### src/rtl/ysyx_24070014_lsu.sv
// Load/store unit: one request at a time onto a word-aligned valid/ready memory bus,
// with byte strobes, load extension, misalignment detection and a bus timeout.
module ysyx_24070014_lsu #(
  parameter int unsigned DATA_LEN = 32,
  parameter int unsigned ADDR_LEN = 32,
  parameter int unsigned TIMEOUT  = 255
) (
  input  logic                clk,
  input  logic                reset,
  input  logic                req_valid,
  output logic                req_ready,
  input  logic                req_write,
  input  logic [1:0]          req_size,
  input  logic                req_unsigned,
  input  logic [ADDR_LEN-1:0] req_addr,
  input  logic [DATA_LEN-1:0] req_wdata,
  output logic                resp_valid,
  output logic [DATA_LEN-1:0] resp_rdata,
  output logic [1:0]          resp_err,
  output logic                mem_valid,
  input  logic                mem_ready,
  output logic [ADDR_LEN-1:0] mem_addr,
  output logic                mem_wen,
  output logic [DATA_LEN-1:0] mem_wdata,
  output logic [3:0]          mem_wstrb,
  input  logic                mem_rvalid,
  input  logic [DATA_LEN-1:0] mem_rdata
);

  typedef enum logic [1:0] {
    S_IDLE,
    S_REQ,
    S_WAIT,
    S_RESP
  } state_e;

  localparam logic [7:0] TMO_LIMIT = 8'(TIMEOUT);
  localparam logic [1:0] ERR_OK    = 2'b00;
  localparam logic [1:0] ERR_ALIGN = 2'b01;
  localparam logic [1:0] ERR_TMO   = 2'b10;

  state_e              state_q, state_d;
  logic [ADDR_LEN-1:0] addr_q, addr_d;
  logic [1:0]          size_q, size_d;
  logic                uns_q, uns_d;
  logic                write_q, write_d;
  logic [DATA_LEN-1:0] wdata_q, wdata_d;
  logic [3:0]          wstrb_q, wstrb_d;
  logic [DATA_LEN-1:0] rdata_q, rdata_d;
  logic [1:0]          err_q, err_d;
  logic [7:0]          cnt_q, cnt_d;

  logic                misaligned;
  logic [DATA_LEN-1:0] lane_wdata;
  logic [3:0]          lane_wstrb;
  logic [DATA_LEN-1:0] shifted;
  logic [DATA_LEN-1:0] load_data;
  logic [7:0]          cnt_inc;

  always_comb begin
    misaligned = (req_size == 2'b01 && req_addr[0])
              || (req_size == 2'b10 && req_addr[1:0] != 2'b00)
              || (req_size == 2'b11);
  end

  always_comb begin
    lane_wdata = req_wdata;
    lane_wstrb = 4'b1111;
    case (req_size)
      2'b00: begin
        lane_wdata = {(DATA_LEN/8){req_wdata[7:0]}};
        lane_wstrb = 4'b0001 << req_addr[1:0];
      end
      2'b01: begin
        lane_wdata = {(DATA_LEN/16){req_wdata[15:0]}};
        lane_wstrb = 4'b0011 << req_addr[1:0];
      end
      default: ;
    endcase
  end

  always_comb begin
    shifted = mem_rdata >> {addr_q[1:0], 3'b000};
    case (size_q)
      2'b00:   load_data = uns_q ? {{(DATA_LEN-8){1'b0}}, shifted[7:0]}
                                 : {{(DATA_LEN-8){shifted[7]}}, shifted[7:0]};
      2'b01:   load_data = uns_q ? {{(DATA_LEN-16){1'b0}}, shifted[15:0]}
                                 : {{(DATA_LEN-16){shifted[15]}}, shifted[15:0]};
      default: load_data = shifted;
    endcase
  end

  assign cnt_inc = cnt_q + 8'd1;

  always_comb begin
    state_d = state_q;
    addr_d  = addr_q;
    size_d  = size_q;
    uns_d   = uns_q;
    write_d = write_q;
    wdata_d = wdata_q;
    wstrb_d = wstrb_q;
    rdata_d = rdata_q;
    err_d   = err_q;
    cnt_d   = cnt_q;
    case (state_q)
      S_IDLE: begin
        if (req_valid) begin
          addr_d  = req_addr;
          size_d  = req_size;
          uns_d   = req_unsigned;
          write_d = req_write;
          wdata_d = lane_wdata;
          wstrb_d = req_write ? lane_wstrb : 4'b0000;
          rdata_d = '0;
          cnt_d   = '0;
          if (misaligned) begin
            state_d = S_RESP;
            err_d   = ERR_ALIGN;
          end else begin
            state_d = S_REQ;
            err_d   = ERR_OK;
          end
        end
      end
      S_REQ: begin
        cnt_d = cnt_inc;
        // The awaited event is tested before the limit so a coincident event wins.
        if (mem_ready) begin
          cnt_d   = '0;
          state_d = write_q ? S_RESP : S_WAIT;
        end else if (cnt_inc == TMO_LIMIT) begin
          state_d = S_RESP;
          err_d   = ERR_TMO;
        end
      end
      S_WAIT: begin
        cnt_d = cnt_inc;
        if (mem_rvalid) begin
          state_d = S_RESP;
          rdata_d = load_data;
        end else if (cnt_inc == TMO_LIMIT) begin
          state_d = S_RESP;
          err_d   = ERR_TMO;
        end
      end
      S_RESP: begin
        state_d = S_IDLE;
        rdata_d = '0;
        err_d   = ERR_OK;
      end
      default: state_d = S_IDLE;
    endcase
  end

  always_ff @(posedge clk or negedge reset) begin
    if (!reset) begin
      state_q <= S_IDLE;
      addr_q  <= '0;
      size_q  <= '0;
      uns_q   <= 1'b0;
      write_q <= 1'b0;
      wdata_q <= '0;
      wstrb_q <= '0;
      rdata_q <= '0;
      err_q   <= '0;
      cnt_q   <= '0;
    end else begin
      state_q <= state_d;
      addr_q  <= addr_d;
      size_q  <= size_d;
      uns_q   <= uns_d;
      write_q <= write_d;
      wdata_q <= wdata_d;
      wstrb_q <= wstrb_d;
      rdata_q <= rdata_d;
      err_q   <= err_d;
      cnt_q   <= cnt_d;
    end
  end

  assign req_ready  = (state_q == S_IDLE);
  assign resp_valid = (state_q == S_RESP);
  assign resp_rdata = rdata_q;
  assign resp_err   = err_q;
  assign mem_valid  = (state_q == S_REQ);
  assign mem_addr   = {addr_q[ADDR_LEN-1:2], 2'b00};
  assign mem_wen    = write_q;
  assign mem_wdata  = wdata_q;
  assign mem_wstrb  = wstrb_q;

endmodule

### config.mk
export PLATFORM = sky130hd
export DESIGN_NAME = ysyx_24070014_lsu
export DESIGN_NICKNAME = d
export VERILOG_FILES = /design/src/rtl/ysyx_24070014_lsu.sv
export SDC_FILE = /design/constraint.sdc
export NUM_CORES = 1
export LEC_CHECK = 0
export ABC_AREA = 1
export CAP_MARGIN = 25
export CORE_UTILIZATION = 40
export CTS_CLUSTER_SIZE = 28
export DETAILED_ROUTE_END_ITERATION = 8
export DONT_BUFFER_PORTS = 1
export SETUP_SLACK_MARGIN = 0.3
export SYNTH_ARGS = -nofsm -noshare
export SYNTH_HDL_FRONTEND = slang
export SYNTH_SLANG_ARGS = --single-unit
### constraint.sdc
create_clock -name clk -period 2.03 [get_ports clk]
set_clock_uncertainty 0.05 [all_clocks]
set_input_delay 0.203 -clock clk [delete_from_list [all_inputs] [get_ports clk]]
set_output_delay 0.203 -clock clk [all_outputs]
set_load 0.05 [all_outputs]
==> results of run 1 <==
-- cells by family (layout without fill, tap and decap cells) --
kind of cell | count (synthesis) | in the layout | synth area share [%]
adder cells (fa/ha/maj) | 8 | 8 | 1.72
AND/OR/NAND/NOR | 363 | 363 | 25.5
flip-flops | 116 | 116 | 49.8
other | 1 | 2 | 0.0643
buffers and inverters | 97 | 155 | 8.66
multiplexers | 7 | 7 | 1.20
AO/OA/AOI/OAI | 121 | 121 | 13.1
-- worst register-to-register path, cell delays in order (launching register included) --
cell and delay, ns:
sky130_fd_sc_hd__dfrtp_1 0.39, sky130_fd_sc_hd__inv_2 0.11, sky130_fd_sc_hd__ha_4 0.28, sky130_fd_sc_hd__inv_4 0.06
sky130_fd_sc_hd__nor2_4 0.16, sky130_fd_sc_hd__nor2_4 0.07, sky130_fd_sc_hd__a31oi_4 0.19, sky130_fd_sc_hd__buf_6 0.16
sky130_fd_sc_hd__buf_12 0.14, sky130_fd_sc_hd__nand2_1 0.08, sky130_fd_sc_hd__o21ai_2 0.08
-- power by group --
| group | total (mW) | switching (mW) | internal (mW) |
|---|---|---|---|
| registers | 7.26 | 4.03 | 3.23 |
| logic | 4.68 | 2.76 | 1.92 |
| clock network | 3.14 | 1.09 | 2.05 |
| total | 15.1 | 7.89 | 7.20 |
-- cell usage in the layout, fill, tap and decap left out, types with 19 or more instances in the layout --
| cell type | instances |
|---|---|
| sky130_fd_sc_hd__nand2_1 | 257 |
| sky130_fd_sc_hd__clkbuf_16 | 19 |
| sky130_fd_sc_hd__nand3_1 | 33 |
| sky130_fd_sc_hd__dlygate4sd3_1 | 67 |
| sky130_fd_sc_hd__o21ai_0 | 33 |
| sky130_fd_sc_hd__inv_1 | 19 |
| sky130_fd_sc_hd__nor2_1 | 35 |
| sky130_fd_sc_hd__a21oi_1 | 30 |
| sky130_fd_sc_hd__nand2_2 | 21 |
| sky130_fd_sc_hd__dfrtp_1 | 115 |
-- how the worst max path moves through the flow --
| stage | from | endpoint | slack, ns | cells after the start |
|---|---|---|---|---|
| 6_report | state_q[1] | resp_rdata[23] | 0.21 | 10 |
| 5_1_grt | state_q[0] | resp_rdata[16] | 0.16 | 10 |
| 4_1_cts | state_q[0] | resp_rdata[18] | 0.20 | 10 |
| 3_5_place_dp | state_q[0] | resp_rdata[18] | 0.20 | 9 |
| 3_3_place_gp | state_q[0] | resp_rdata[16] | 0.27 | 9 |
| 2_1_floorplan | state_q[1] | resp_rdata[4] | 0.31 | 7 |
-- stage by stage --
stage               area, sq um  setup slack (ns)  util (%)  instances
CTS                        7200             0.199      51.3        944
floorplan                  5860             0.311         -        714
global placement           5820             0.269      41.4        839
finish                     7460             0.208      53.1        952
detailed placement         5820             0.199      41.4        839
global route               7460             0.158      53.1        952
-- repair_timing --
action / 4_1_cts / 5_1_grt
pin swaps: 1 / 18
gates resized for setup: 5 / 46
hold endpoints to repair: 186 / 116
gates cloned: 1 / 3
buffers inserted: 5 / 4
setup endpoints to repair: 48 / 75
-- registers in the layout (all words and copies together) (netlist names) --
name,cells
uns_q,1
addr_q,32
state_q,2
cnt_q,8
resp_err,2
mem_wen,1
mem_wdata,32
resp_rdata,32
mem_wstrb,4
size_q,2
-- final cells by class --
class | instances | area [sq um]
repair buffers | 91 | 998
well taps | 180 | 225
multi-input cells | 501 | 2590
clock buffers | 19 | 433
fillers | 1215 | 6580
repair inverters | 1 | 5.00
clock inverters | 13 | 183
inverters | 31 | 126
flip-flops and latches | 116 | 2900
-- layer usage --
| layer | GRT usage [%] | wire length, um | vias up |
|---|---|---|---|
| li1 | - | - | 2390 |
| met5 | 0 | 0 | - |
| met2 | 38.2 | 8700 | 246 |
| met4 | 9.07 | 334 | 0 |
| met3 | 9.39 | 1660 | 22 |
| met1 | 25.4 | 6470 | 2431 |
==> PnR_summary.wiki, run 1 <==
{| class="wikitable"
! Metric !! Value
|-
| IO Count || 211
|-
| Share of final-layout standard cells stronger than drive strength 1 || around 15%
|-
| Final setup violation count || 0
|-
| Root buffer cell || sky130_fd_sc_hd__clkbuf_16
|-
| Max-cap violation count || 0
|-
| Width of the die || ~120 um
|-
| EDFF count, synth || 0
|-
| Detailed Place HPWL || approximately 11000 um
|-
| Clk buf depth || 2
|-
| Yosys warnings || 0
|-
| Tightest Pin Transition || 0.584 ns
|-
| Count of H-tree levels built during CTS || 4
|-
| Most instantiated cells after synthesis || sky130_fd_sc_hd__nand2_1, sky130_fd_sc_hd__dfrtp_1, sky130_fd_sc_hd__nand3_1, sky130_fd_sc_hd__nor2_1, sky130_fd_sc_hd__o21ai_0
|-
| Highest net fanout along the worst path || 8
|-
| Total Neg Setup Slack || 0 ns
|-
| Most common cell type on the critical path || sky130_fd_sc_hd__nor2_4
|-
| Slowest Stage Delay on Critical Path || around 0.4 ns
|-
| Cell type group with the largest total delay on the critical path || buffers and inverters
|-
| Number of vias in the routed layout || ~5100
|-
| Count of TritonRoute iterations in the first routing pass || 5
|-
| PortBufs || 0
|-
| Clk sinks || ~120
|-
| Setup repair after global routing missed its margin || true
|-
| Worst path cell trace || inv_2, ha_4, inv_4, nor2_4, nor2_4, a31oi_4, buf_6, buf_12, nand2_1, o21ai_2
|-
| Failing checks || hold timing
|-
| Synth area leaders || sky130_fd_sc_hd__dfrtp_1, sky130_fd_sc_hd__nand2_1, sky130_fd_sc_hd__buf_4
|-
| Cell Area, Synth || about 6000 sq um
|-
| #FFs+latches synth || around 120
|-
| Global placer's final weighted congestion || 0.862
|-
| Worst vdd ir || 1.08 mV
|-
| Antenna violations before repair || 0
|-
| Residual overflow from global routing || 0
|-
| Detailed-route DRC error count || 0
|-
| Cell variety after synth || 34
|-
| Overall fraction of global-route tracks in use || between 20% and 30%
|-
| Result of the run || complete, but fails checks
|-
| Slew margin rel. || 60.9%
|-
| ANT cells || 0
|-
| Total core area || 14000 sq um
|-
| Sequential cell area fraction in the yosys report || between 40 and 50%
|-
| Hold-fix buffers, CTS || 67
|-
| Initial DRC Count || ~370
|-
| Mean post-synth cell area || 8.18 sq um
|-
| Async S/R FF share, synth || 100%
|-
| Path category of the worst min-delay check || primary input to asynchronous set/reset pin
|-
| Buf/Inv on CP || 4
|-
| Endpoint required time on the critical path || 2.32 ns
|-
| Worst reg2reg path depth || 10
|-
| Period utilization || 89.7%
|-
| Power density cells || 2020 nW/um^2
|-
| Power consumption || 15.1 mW
|-
| Net total in the final layout || 872
|-
| Number of hold violations in the final report || 116
|-
| Post-route antenna net violation count || 0
|-
| Total Wirelength || 17200 um
|-
| Slowest cell on the critical path || sky130_fd_sc_hd__dfrtp_1
|-
| Kind of start point of the critical path || register
|-
| Endpoint of the worst register-to-register path || resp_rdata[23]
|-
| Critical path type || register to register
|-
| Number of buffers inserted during clock tree synthesis || 17
|-
| Critical Path End Type || register
|-
| Cell count after synthesis || 713
|-
| Pin count of the biggest net entering global routing || 117
|-
| Die Y-Extent || between 100 and 150 um
|-
| Relative area change from synthesis to final layout || 27.9%
|-
| Share of Yosys cell area claimed by the top area cell type || roughly 50%
|-
| Via count of the first global-routing pass || between 5000 and 6000
|-
| Cell type with the highest aggregate area in the netlist || sky130_fd_sc_hd__dfrtp_1
|-
| Highest attainable clock frequency || between 0.5 and 0.6 GHz
|-
| Flop-to-flop setup slack || between 0.2 and 0.25 ns
|-
| Standard-cell row count || 43
|-
| Most used flip-flop cell after synthesis || sky130_fd_sc_hd__dfrtp_1
|-
| Leakage power total || between 3 and 4 nW
|-
| Detailed-route vias per instance || approximately 5.3
|-
| Initial Util || about 42%
|-
| TritonCTS clock tree || built
|-
| Clock insertion delay at the later pin of the skew report || around 0.41 ns
|-
| R2r startpoint || state_q[1]
|-
| Wirelength per Cell || around 18 um
|-
| Count leader, synth || sky130_fd_sc_hd__nand2_1
|-
| Arr. time, crit path || approximately 2.1 ns
|-
| Min cycle time layout || 1.82 ns
|-
| Worst hold-check slack || -0.565 ns
|-
| Pins Over Slew Limit || 0
|-
| Clock slew seen by the registers of the worst setup and hold paths || roughly 0.050 ns
|-
| Die area || between 15000 and 20000 sq um
|-
| Global-route wire length before repair || between 20000 and 30000 um
|}
Note: power is estimated with default switching activity, not from simulation.
==> run 2: changes to the inputs <==
==> constraint.sdc (replaced) <==
create_clock -name clk -period 2.03 [get_ports clk]
set_clock_uncertainty 0.05 [all_clocks]
set_input_delay 0.1015 -clock clk [delete_from_list [all_inputs] [get_ports clk]]
set_output_delay 0.1015 -clock clk [all_outputs]
set_load 0.05 [all_outputs]
==> run 2 against run 1 <==
Combinational power up 3%. Wire length up 4.0%. The run still ends with hold timing left. Largest power group unchanged. Die area unchanged. Fmax down 0.63%. Highest routed layer unchanged. Sequential share of layout area is 2.0 points lower. Worst setup slack lost 0.011 ns. Final cell count grew 3.9%.
==> PnR_summary.wiki, run 2 (synthesis results as in run 1) <==
{| class="wikitable"
! Metric !! Value
|-
| Result of the run || complete, but fails checks
|-
| Failing checks || hold timing
|-
| Min cycle time layout || 1.83 ns (+0.0115 ns)
|-
| Share of final-layout standard cells stronger than drive strength 1 || 15.7% (+0.41 points)
|-
| Worst hold-check slack || -0.658 ns (-0.0927 ns)
|-
| Detailed-route vias per instance || 5.37 (+0.38%)
|-
| Total Wirelength || 17800 um (+4.0%)
|-
| Total Neg Setup Slack || 0 ns (unchanged)
|-
| Final setup violation count || 0 (unchanged)
|-
| Clock power share || 21.3% (+0.5 points)
|-
| Leakage power total || 3.76 nW (+5.4%)
|-
| Number of vias in the routed layout || 5307 (+4.3%)
|-
| Root buffer cell || sky130_fd_sc_hd__clkbuf_16
|-
| Count of TritonRoute iterations in the first routing pass || 5 (unchanged)
|-
| Slew margin rel. || 58.7% (-2.2 points)
|-
| Number of hold violations in the final report || 116 (unchanged)
|-
| Net total in the final layout || 909 (+4.2%)
|-
| Highest attainable clock frequency || 0.546 GHz (-0.63%)
|-
| Highest net fanout along the worst path || 8 (unchanged)
|-
| Commonest cells after routing, fill and taps aside || sky130_fd_sc_hd__nand2_1, sky130_fd_sc_hd__dfrtp_1, sky130_fd_sc_hd__dlygate4sd3_1
|-
| PortBufs || 0 (unchanged)
|-
| Relative area change from synthesis to final layout || 34.9%
|-
| Clk sinks || 116 (unchanged)
|-
| Initial DRC Count || 345 (-7.3%)
|-
| Tightest Pin Transition || 0.617 ns (+0.0325 ns)
|-
| IO Count || 211 (unchanged)
|-
| Global-route wire length before repair || 26500 um (+2.2%)
|-
| TritonCTS clock tree || built
|-
| Die Y-Extent || 123 um (unchanged)
|-
| ANT cells || 0 (unchanged)
|-
| Initial Util || 41.5% (unchanged)
|-
| Detailed-route DRC error count || 0 (unchanged)
|-
| Path category of the worst min-delay check || primary input to asynchronous set/reset pin
|-
| Die area || 15100 sq um (unchanged)
|-
| Setup repair after global routing missed its margin || true
|-
| Flip-flop and latch area || 2910 sq um (about the same)
|-
| Critical path type || register to register
|-
| Total core area || 14000 sq um (unchanged)
|-
| Power density cells || 1950 nW/um^2 (-3.4%)
|-
| Antenna violations before repair || 0 (unchanged)
|-
| Detailed Place HPWL || 10600 um (+0.89%)
|-
| Clock insertion delay at the later pin of the skew report || 0.41 ns (about the same)
|-
| Residual overflow from global routing || 0 (unchanged)
|-
| Overall fraction of global-route tracks in use || 23.2% (+0.46 points)
|-
| Arr. time, crit path || 2.12 ns (about the same)
|-
| Pin count of the biggest net entering global routing || 117 (unchanged)
|-
| Critical Path End Type || register
|-
| Count of H-tree levels built during CTS || 4 (unchanged)
|-
| Wirelength per Cell || 18.0 um (about the same)
|-
| Power Internal || 7.44 mW (+3.3%)
|-
| Power share of the combinational group || 31.3% (+0.3 points)
|-
| Share of power burned in registers || 47.5% (-0.7 points)
|-
| Sw power || 7.93 mW (+0.55%)
|-
| Global placer's final weighted congestion || 0.863 (+0.14%)
|-
| Number of buffers inserted during clock tree synthesis || 17 (unchanged)
|-
| Pins Over Slew Limit || 0 (unchanged)
|-
| Endpoint required time on the critical path || 2.32 ns (about the same)
|-
| Max-cap violation count || 0 (unchanged)
|-
| Post-route antenna net violation count || 0 (unchanged)
|-
| Clk buf depth || 2 (unchanged)
|-
| Standard-cell row count || 43 (unchanged)
|-
| Fill count || 1170 (-3.7%)
|-
| Worst vdd ir || 0.874 mV (-19%)
|-
| Most common library cell in the layout ignoring fill and taps || sky130_fd_sc_hd__nand2_1
|-
| Via count of the first global-routing pass || 5375 (+3.8%)
|-
| Width of the die || 123 um (unchanged)
|-
| Multi-input logic area || 2610 sq um (+0.92%)
|-
| Share of total power consumed by net switching || 51.6% (-0.68 points)
|-
| Period utilization || 90.3% (+0.56 points)
|-
| Kind of start point of the critical path || register
|-
| Clock slew seen by the registers of the worst setup and hold paths || 0.05 ns (about the same)
|}
-- run 2: changes by cell type in the layout (fill, tap and decap cells not counted), moves of 2 or more --
cell	delta
sky130_fd_sc_hd__buf_4	+4
sky130_fd_sc_hd__buf_6	+2
sky130_fd_sc_hd__clkbuf_8	+2
sky130_fd_sc_hd__clkinv_4	-2
sky130_fd_sc_hd__clkinvlp_4	-3
sky130_fd_sc_hd__dlygate4sd3_1	+32
sky130_fd_sc_hd__nand2_1	-2
sky130_fd_sc_hd__nand2_4	+2
sky130_fd_sc_hd__nor2_2	+2
-- run 2: layout make-up --
class                   instances  share of cell area, %
flip-flops and latches        116                   36.9
multi-input cells             501                   33.2
repair buffers                128                   17.2
clock buffers                  22                   5.90
well taps                     180                   2.86
clock inverters                10                   2.26
inverters                      31                   1.61
repair inverters                1                 0.0477
-- run 2: path summary, 6_finish.rpt --
path,from,end,slack [ns],cells past startpoint
worst min register to register,size_q[0],size_q[0],0.48,2
min in group clk,mem_rdata[21],resp_rdata[13],0.02,5
worst min-delay path,reset,resp_err[1],-0.66,0
worst max-delay path,state_q[1],resp_rdata[9],0.20,9
max in group asynchronous,reset,resp_rdata[22],2.31,0
worst max register to register,state_q[1],resp_rdata[9],0.20,9
-- run 2: through the flow --
stage / instances / setup slack (ns) / power [mW] / util, % / area [sq um]
finish: 989 / 0.197 / 15.4 / 56.0 / 7870
global route: 989 / 0.143 / 16.1 / 56.0 / 7870
CTS: 976 / 0.243 / 14.8 / 53.7 / 7540
detailed placement: 839 / 0.205 / 10.9 / 41.4 / 5820
global placement: 839 / 0.268 / 10.8 / 41.4 / 5820
floorplan: 714 / 0.311 / 10.3 / - / 5860
-- run 2: critical path, stage by stage, from the launching register on --
cell                        delay, ns
sky130_fd_sc_hd__dfrtp_1         0.39
sky130_fd_sc_hd__inv_2           0.11
sky130_fd_sc_hd__ha_4            0.28
sky130_fd_sc_hd__inv_4           0.06
sky130_fd_sc_hd__nor2_4          0.15
sky130_fd_sc_hd__inv_2           0.07
sky130_fd_sc_hd__a31oi_4         0.21
sky130_fd_sc_hd__buf_6           0.15
sky130_fd_sc_hd__clkbuf_16       0.15
sky130_fd_sc_hd__a22o_1          0.13
-- run 2: routing by layer --
layer  GRT usage (%)  share of wire [%]
met1            25.9                 38
met2            40.2                 51
met3            8.32                8.9
met4            8.77                1.9
met5               0                  0
-- run 2: power by group through the flow --
stage          sequential, mW  combinational [mW]  clock (mW)
2_1_floorplan            5.96                4.36           0
3_3_place_gp             7.27                3.51           0
3_5_place_dp             7.26                3.66           0
4_1_cts                  7.25                4.19        3.32
5_1_grt                  7.42                5.25        3.44
6_report                 7.30                4.80        3.27
-- run 2: repair_timing --
item	in CTS	in global routing
hold buffers	98	1
gates resized for setup	8	53
gates cloned	2	2
setup endpoints to repair	47	80
buffers inserted	5	9
pin swaps	2	22
endpoints found under the hold margin	211	120
